--- src/rtl/alu_arbiter.sv ---
// Round-robin arbiter that lets two requesters share one external combinational ALU.
// One operation is in flight at a time: IDLE grants, EXEC waits ALU_LAT cycles, RESP holds the result.
module alu_arbiter #(
    parameter int NB_DATA = 8,
    parameter int NB_OP   = 6,
    parameter int ALU_LAT = 1
) (
    input  logic               clk,
    input  logic               i_rst,
    input  logic               i_req0_valid,
    input  logic [NB_DATA-1:0] i_req0_a,
    input  logic [NB_DATA-1:0] i_req0_b,
    input  logic [NB_OP-1:0]   i_req0_op,
    output logic               o_req0_ready,
    input  logic               i_req1_valid,
    input  logic [NB_DATA-1:0] i_req1_a,
    input  logic [NB_DATA-1:0] i_req1_b,
    input  logic [NB_OP-1:0]   i_req1_op,
    output logic               o_req1_ready,
    output logic [NB_DATA-1:0] o_alu_a,
    output logic [NB_DATA-1:0] o_alu_b,
    output logic [NB_OP-1:0]   o_alu_op,
    input  logic [NB_DATA-1:0] i_alu_result,
    output logic               o_rsp_valid,
    output logic               o_rsp_id,
    output logic [NB_DATA-1:0] o_rsp_data,
    output logic               o_rsp_err,
    input  logic               i_rsp_ready,
    output logic               o_busy
);

    localparam int NB_CNT = 4;

    localparam logic [NB_OP-1:0] OP_ADD = NB_OP'(6'b100000);
    localparam logic [NB_OP-1:0] OP_SUB = NB_OP'(6'b100010);
    localparam logic [NB_OP-1:0] OP_AND = NB_OP'(6'b100100);
    localparam logic [NB_OP-1:0] OP_OR  = NB_OP'(6'b100101);
    localparam logic [NB_OP-1:0] OP_XOR = NB_OP'(6'b100110);
    localparam logic [NB_OP-1:0] OP_SRA = NB_OP'(6'b000011);
    localparam logic [NB_OP-1:0] OP_SRL = NB_OP'(6'b000010);
    localparam logic [NB_OP-1:0] OP_NOR = NB_OP'(6'b100111);

    typedef enum logic [1:0] {
        ST_IDLE = 2'd0,
        ST_EXEC = 2'd1,
        ST_RESP = 2'd2
    } state_t;

    state_t              r_state;
    state_t              w_next;
    logic                r_last;
    logic [NB_CNT-1:0]   r_cnt;
    logic                w_gnt;
    logic                w_accept;
    logic                w_supp;
    logic                w_exec_done;
    logic [NB_DATA-1:0]  w_a;
    logic [NB_DATA-1:0]  w_b;
    logic [NB_OP-1:0]    w_op;
    logic [NB_DATA-1:0]  r_alu_a;
    logic [NB_DATA-1:0]  r_alu_b;
    logic [NB_OP-1:0]    r_alu_op;
    logic                r_rsp_valid;
    logic                r_rsp_id;
    logic [NB_DATA-1:0]  r_rsp_data;
    logic                r_rsp_err;
    logic                r_busy;

    function automatic logic op_supported(input logic [NB_OP-1:0] op);
        case (op)
            OP_ADD, OP_SUB, OP_AND, OP_OR,
            OP_XOR, OP_SRA, OP_SRL, OP_NOR: op_supported = 1'b1;
            default:                        op_supported = 1'b0;
        endcase
    endfunction

    // Grant selection: a lone requester wins, contention goes to the one not granted last.
    always_comb begin
        w_gnt = 1'b0;
        if (i_req0_valid && i_req1_valid) begin
            w_gnt = ~r_last;
        end else if (i_req1_valid) begin
            w_gnt = 1'b1;
        end else begin
            w_gnt = 1'b0;
        end
    end

    // Operand/opcode mux of the granted requester.
    always_comb begin
        w_a  = i_req0_a;
        w_b  = i_req0_b;
        w_op = i_req0_op;
        if (w_gnt) begin
            w_a  = i_req1_a;
            w_b  = i_req1_b;
            w_op = i_req1_op;
        end else begin
            w_a  = i_req0_a;
            w_b  = i_req0_b;
            w_op = i_req0_op;
        end
    end

    // Reset gates acceptance so it wins over a simultaneous request.
    assign w_accept     = (r_state == ST_IDLE) && !i_rst && (i_req0_valid || i_req1_valid);
    assign w_supp       = op_supported(w_op);
    assign w_exec_done  = (r_cnt == NB_CNT'(ALU_LAT - 1));
    assign o_req0_ready = w_accept && !w_gnt;
    assign o_req1_ready = w_accept && w_gnt;

    // State register.
    always_ff @(posedge clk) begin
        if (i_rst) begin
            r_state <= ST_IDLE;
        end else begin
            r_state <= w_next;
        end
    end

    // Next-state logic.
    always_comb begin
        w_next = r_state;
        case (r_state)
            ST_IDLE: begin
                if (w_accept) begin
                    w_next = w_supp ? ST_EXEC : ST_RESP;
                end else begin
                    w_next = ST_IDLE;
                end
            end
            ST_EXEC: begin
                if (w_exec_done) begin
                    w_next = ST_RESP;
                end else begin
                    w_next = ST_EXEC;
                end
            end
            ST_RESP: begin
                if (i_rsp_ready) begin
                    w_next = ST_IDLE;
                end else begin
                    w_next = ST_RESP;
                end
            end
            default: w_next = ST_IDLE;
        endcase
    end

    // Capture on accept, count EXEC cycles, latch the ALU result on the last one.
    always_ff @(posedge clk) begin
        if (i_rst) begin
            r_last     <= 1'b1;
            r_cnt      <= '0;
            r_alu_a    <= '0;
            r_alu_b    <= '0;
            r_alu_op   <= '0;
            r_rsp_id   <= 1'b0;
            r_rsp_data <= '0;
            r_rsp_err  <= 1'b0;
        end else begin
            case (r_state)
                ST_IDLE: begin
                    if (w_accept) begin
                        r_last   <= w_gnt;
                        r_rsp_id <= w_gnt;
                        r_cnt    <= '0;
                        if (w_supp) begin
                            r_alu_a  <= w_a;
                            r_alu_b  <= w_b;
                            r_alu_op <= w_op;
                        end else begin
                            r_rsp_data <= '0;
                            r_rsp_err  <= 1'b1;
                        end
                    end
                end
                ST_EXEC: begin
                    r_cnt <= r_cnt + NB_CNT'(1);
                    if (w_exec_done) begin
                        r_rsp_data <= i_alu_result;
                        r_rsp_err  <= 1'b0;
                    end
                end
                ST_RESP: begin
                    r_cnt <= '0;
                end
                default: begin
                    r_cnt <= '0;
                end
            endcase
        end
    end

    // Status flags registered from the next state so they line up with the state register.
    always_ff @(posedge clk) begin
        if (i_rst) begin
            r_rsp_valid <= 1'b0;
            r_busy      <= 1'b0;
        end else begin
            r_rsp_valid <= (w_next == ST_RESP);
            r_busy      <= (w_next != ST_IDLE);
        end
    end

    assign o_alu_a     = r_alu_a;
    assign o_alu_b     = r_alu_b;
    assign o_alu_op    = r_alu_op;
    assign o_rsp_valid = r_rsp_valid;
    assign o_rsp_id    = r_rsp_id;
    assign o_rsp_data  = r_rsp_data;
    assign o_rsp_err   = r_rsp_err;
    assign o_busy      = r_busy;

endmodule
--- config.mk ---
export PLATFORM = sky130hd
export DESIGN_NAME = alu_arbiter
export DESIGN_NICKNAME = d
export VERILOG_FILES = /design/src/rtl/alu_arbiter.sv
export SDC_FILE = /design/constraint.sdc
export NUM_CORES = 1
export LEC_CHECK = 0
export CAP_MARGIN = 20
export CORE_MARGIN = 8
export CORE_UTILIZATION = 44
export CTS_CLUSTER_DIAMETER = 80
export CTS_CLUSTER_SIZE = 20
export DETAILED_ROUTE_END_ITERATION = 6
export PLACE_DENSITY = 0.85
export SYNTH_ARGS = -nofsm -noshare
export SYNTH_HDL_FRONTEND = slang
export SYNTH_SLANG_ARGS = --single-unit
--- constraint.sdc ---
create_clock -name clk -period 2.4 [get_ports clk]
set_input_delay 0.24 -clock clk [delete_from_list [all_inputs] [get_ports clk]]
set_output_delay 0.24 -clock clk [all_outputs]
set_load 0.005 [all_outputs]
[Word-level counts from Yosys, hierarchy flattened]
Cells that the tools add are included.
Operators by class
  muxes and demuxes: 21
  equality and inequality tests: 14
  $add $sub $neg: 1
  reductions and logical operators: 16
  bitwise logic cells: 1
Operators with widths (number)
  8-bit two-way mux: 5
  6-bit equality test, second input constant: 6
  8-bit case mux with 2 select lines: 1
  6-bit by 2-bit equality test with 1-bit output, second input constant: 2
  2-bit two-way mux: 4
  4-bit case mux with 2 select lines: 1
  8-bit OR reduction: 1
  1-bit two-way mux: 6
  6-bit two-way mux: 1
  2-bit inequality test, second input constant: 3
  2-bit case mux with 3 select lines: 1
  1-bit logical AND: 5
  4-bit by 1-bit adder with 4-bit output, second input constant: 1
  2-bit equality test, second input constant: 2
  4-bit logical NOT: 1
  4-bit two-way mux: 1
  4-bit AND reduction: 1
  2-bit nonzero test: 2
  3-bit AND reduction: 1
  2-bit by 1-bit equality test with 1-bit output, second input constant: 1
  1-bit logical NOT: 2
  2-bit logical NOT: 1
  1-bit case mux with 2 select lines: 1
  2-bit AND reduction: 1
  other kinds (2): 2
Storage, ports and cells
  flip-flop bits (word level): 41
  input port bits: 57
  output and inout bits: 36
  logic and storage cells: 64

[Depth between registers and ports, before layout]
  depth in word-level cells: 10
  gate-level depth with buffers: 8
  depth with buffers taken out: 7

[Worst setup path before layout]
Ideal clock, no wire load.
  path type: register to register
  start point: register r_cnt[0]
  end point: register r_rsp_data[0], in the netlist o_rsp_data[0]
  clock period less this slack: 1.655 ns
  slack: 0.745 ns
  arrival time: 1.569 ns
  setup time: 0.086 ns
  path buffers: 1
  required time: 2.314 ns
  cell stages (with the launch flop): 9
  path through: dfxtp_1 > inv_1 > ha_1 > or3b_2 > nor2_1 > and2_1 > clkbuf_8 > a21oi_1 > a211oi_1
Between the ends
  word-level cells in the longest chain between the ends: 3
Ends and longest elaborated chain
  start: declaration: RTL line 52  | logic [NB_CNT-1:0] r_cnt;
  start signal: assignment: RTL line 179  | r_cnt <= r_cnt + NB_CNT'(1);
  4-bit logical NOT: RTL line 108  | assign w_exec_done = (r_cnt == NB_CNT'(ALU_LAT - 1));
  2-bit inequality test (no line)
  4-bit AND reduction (no line)
  end signal: assignment: RTL line 181  | r_rsp_data <= i_alu_result;
  end: declaration: RTL line 65  | logic [NB_DATA-1:0] r_rsp_data;
No other way between the ends.
A chain may end at the register's enable or synchronous reset.

[Final worst setup path]
  start point: register r_state[1]
  end point: output o_req1_ready
Between the ends
  word-level cells in the longest chain between the ends: 4
Ends and longest elaborated chain
  start: declaration: RTL line 49  | state_t r_state;
  start signal: assignment: RTL line 117  | r_state <= w_next;
  2-bit logical NOT: RTL line 106  | assign w_accept = (r_state == ST_IDLE) && !i_rst && (i_req0_valid || i_req1_valid);
  1-bit logical AND (2 in series): RTL line 106
  1-bit logical AND: RTL line 110  | assign o_req1_ready = w_accept && w_gnt;
  end: declaration: RTL line 19  | output logic o_req1_ready,
No other way between the ends.

==> results.json <==
{
  "yosys_warnings": 0,
  "syn_area_per_cell_sq_um": 9.769,
  "finalNonFillerCells": 347,
  "clock.fmax_mhz": 463.1,
  "clock_sinks": 41,
  "met1_usage": 0.1862,
  "status": "complete, no violations",
  "multi_input_area_sq_um": 1003,
  "tightest_slew_ns": 0.4003,
  "synth_top_area_cell": "dfxtp_1",
  "ioPinCount": 93,
  "ir_drop_v": 0.0004069,
  "gp_congestion": 0.7360,
  "worstSetupPathType": "register to output pin",
  "synth_top_family_by_area": "compound AO/OA/AOI/OAI gates",
  "critPathLaunchType": "register",
  "crit_arrival_ns": 1.92,
  "numCtsBuffers": 5,
  "htree_num_levels": 2,
  "placed_cells": 339,
  "cts_setup_buffers": 0,
  "busiest_layer": "met2",
  "antenna_found_initial": 0,
  "hold_viol_final": 0,
  "rsz0062_at_grt": "false",
  "cts_tree": "yes",
  "routedWlPerCell_microns": 16.76,
  "synth_seq_cells": 41,
  "cp_data_required_time_ns": 2.16,
  "slew_violations": 0,
  "slew_headroom": 0.7331,
  "hp-class": "register to register",
  "synth-main-ff-cell": "dfxtp_1",
  "drive_gt1_frac": 0.1017,
  "clock-skew-final_ns": 0.008069,
  "dp_slack_ns": 0.1708,
  "setup_slack_ns": 0.2406,
  "synth_top_area_frac": 0.4139,
  "post_drt_via_cell_ratio": 5.536,
  "drc": 0,
  "clk_pin_slew_ns": 0.08,
  "synth_edf_count": 0,
  "area_growth_pct": 50.22,
  "die_width_microns": 83.14,
  "path_max_fanout": 9,
  "cp-end-kind": "output pin",
  "yosys-top-cells-area": "dfxtp_1 (41%), a211oi_1 (10%), mux2i_1 (10%)",
  "antennaDiodeCount": 0,
  "drtAntennaViolNets": 0,
  "grt_max_degree": 29,
  "synth_cell_types": 38,
  "hpwl_microns": 4560,
  "syn_nets": 262,
  "final_nets": 353,
  "synth_fa_ha_area_frac": 0.01262,
  "grt_pass1_vias": 2024,
  "p_leak_nw": 1.031,
  "yosysSeqAreaShare": 0.4139,
  "synth-xor-area-share": 0,
  "nFillCells": 358,
  "port_buffers": 92,
  "synth_cells": 203,
  "clk_latency_ns": 0.30,
  "netlist_area_sq_um": 1983,
  "min_period_over_period": 0.8997,
  "initial_core_util": 0.4555,
  "setup_violations": 0,
  "synthTopCellsByCount": "dfxtp_1 (41), a21oi_1 (34), a211oi_1 (27)",
  "firstDrtPassIters": 4,
  "coreArea_sq_um": 4354,
  "vias": 1921,
  "globalRouteOverflowTotal": 0,
  "drv_cap": 0,
  "period_needed_ns": 2.159,
  "grt_pass1_wl_microns": 9666,
  "gr-usage-met3": 0.09277,
  "setup-tns-final_ns": 0,
  "p_per_area_nw_per_um2": 501.1,
  "use_met2": 0.2617,
  "drt_wl_total_microns": 5814,
  "clockBufferDepth": 2,
  "grt_usage": 0.1659,
  "drtIter0Drc": 108,
  "dieArea_sq_um": 6911,
  "ctsRootBufferMaster": "clkbuf_8",
  "yosys.cell_count.top_type": "dfxtp_1",
  "rows": 24,
  "synthArstFlopShare": 0,
  "ff_latch_area_sq_um": 820.8,
  "dieHeight_microns": 83.14,
  "synthMuxAreaShare": 0.1009,
  "synthSimpleGateAreaFrac": 0.08644,
  "synth_compound_area_frac": 0.2991
}
## worst max-delay path: stages (launching register included)
cell and delay, ns:
dfxtp_1 0.41, nor2_2 0.24, o21ai_2 0.14, nor2_1 0.14
and2_1 0.17, clkdlybuf4s50_1 0.51
## area by class of cell
| type | instances | share of cell area |
|---|---|---|
| Tap cell | 52 | 0.02184 |
| Clock inverter | 2 | 0.003360 |
| Multi-Input combinational cell | 140 | 0.3368 |
| Inverter | 5 | 0.006300 |
| Sequential cell | 41 | 0.2755 |
| Timing Repair Buffer | 101 | 0.3318 |
| Clock buffer | 6 | 0.02436 |
## metal layers
| layer | vias up | share of wire |
|---|---|---|
| li1 | 940 | - |
| met1 | 897 | 0.42 |
| met2 | 78 | 0.46 |
| met3 | 6 | 0.11 |
| met4 | 0 | 0.012 |
| met5 | - | 0 |
## cells in the final DEF (no fill, tap or decap), types with 2 or more instances in the layout
cell type,n
o21ai_0,9
inv_1,5
clkbuf_8,5
and2_2,2
dfxtp_1,41
and2_1,2
buf_4,9
nor3b_1,2
nand3b_1,3
nor3_1,2
a31oi_1,2
mux2i_1,20
clkinv_2,2
a211oi_2,4
nor2b_1,2
clkdlybuf4s50_1,92
nor2_1,6
a21oi_1,34
ha_1,2
nand2_1,6
a211oi_1,27
## sequential cells by signal, indices dropped and copies added, names as in the netlist
register and cells:
o_rsp_data 8, o_busy 1, o_rsp_id 1, r_last 1, o_rsp_err 1, o_alu_a 8
r_state 2, o_alu_op 6, r_cnt 4, o_rsp_valid 1, o_alu_b 8
## logic make-up after synthesis
group | count (synthesis)
compound gates | 87
flops | 41
simple gates | 31
buf+inv | 22
mux | 20
fa+ha+maj | 2
## per-stage QoR
step                      area [sq um]  hold WS (ns)  utilization  power, mW
after global placement            2894        0.4452       0.6647      1.061
after CTS                         2977        0.4644       0.6836      1.500
after global routing              2979        0.4898       0.6842      1.563
after floorplan                   1983        0.4287            -     0.8990
after detailed placement          2894        0.4488       0.6647      1.068
final                             2979        0.4674       0.6842      1.493
## worst paths after layout
| kind | from | end | slack [ns] | cells past startpoint |
|---|---|---|---|---|
| worst max-delay path | r_state[1]$_SDFF_PP0_ | o_req1_ready | 0.24 | 5 |
| worst max register to register | r_cnt[0]$_SDFFE_PP0N_ | o_rsp_data[1]$_SDFFE_PP0P_ | 0.46 | 7 |
| worst min-delay path | o_rsp_err$_SDFFE_PP0P_ | o_rsp_err$_SDFFE_PP0P_ | 0.47 | 2 |
| worst min register to register | o_rsp_err$_SDFFE_PP0P_ | o_rsp_err$_SDFFE_PP0P_ | 0.47 | 2 |
## power breakdown
part	internal [mW]	switching, mW
registers	0.704	0.0174
logic	0.188	0.143
clock network	0.202	0.239
## what timing repair did
item,CTS,global route
resized for setup,0,1
hold buffers,0,0
endpoints found under the setup margin,0,1
Note: power is estimated with default switching activity, not from simulation.
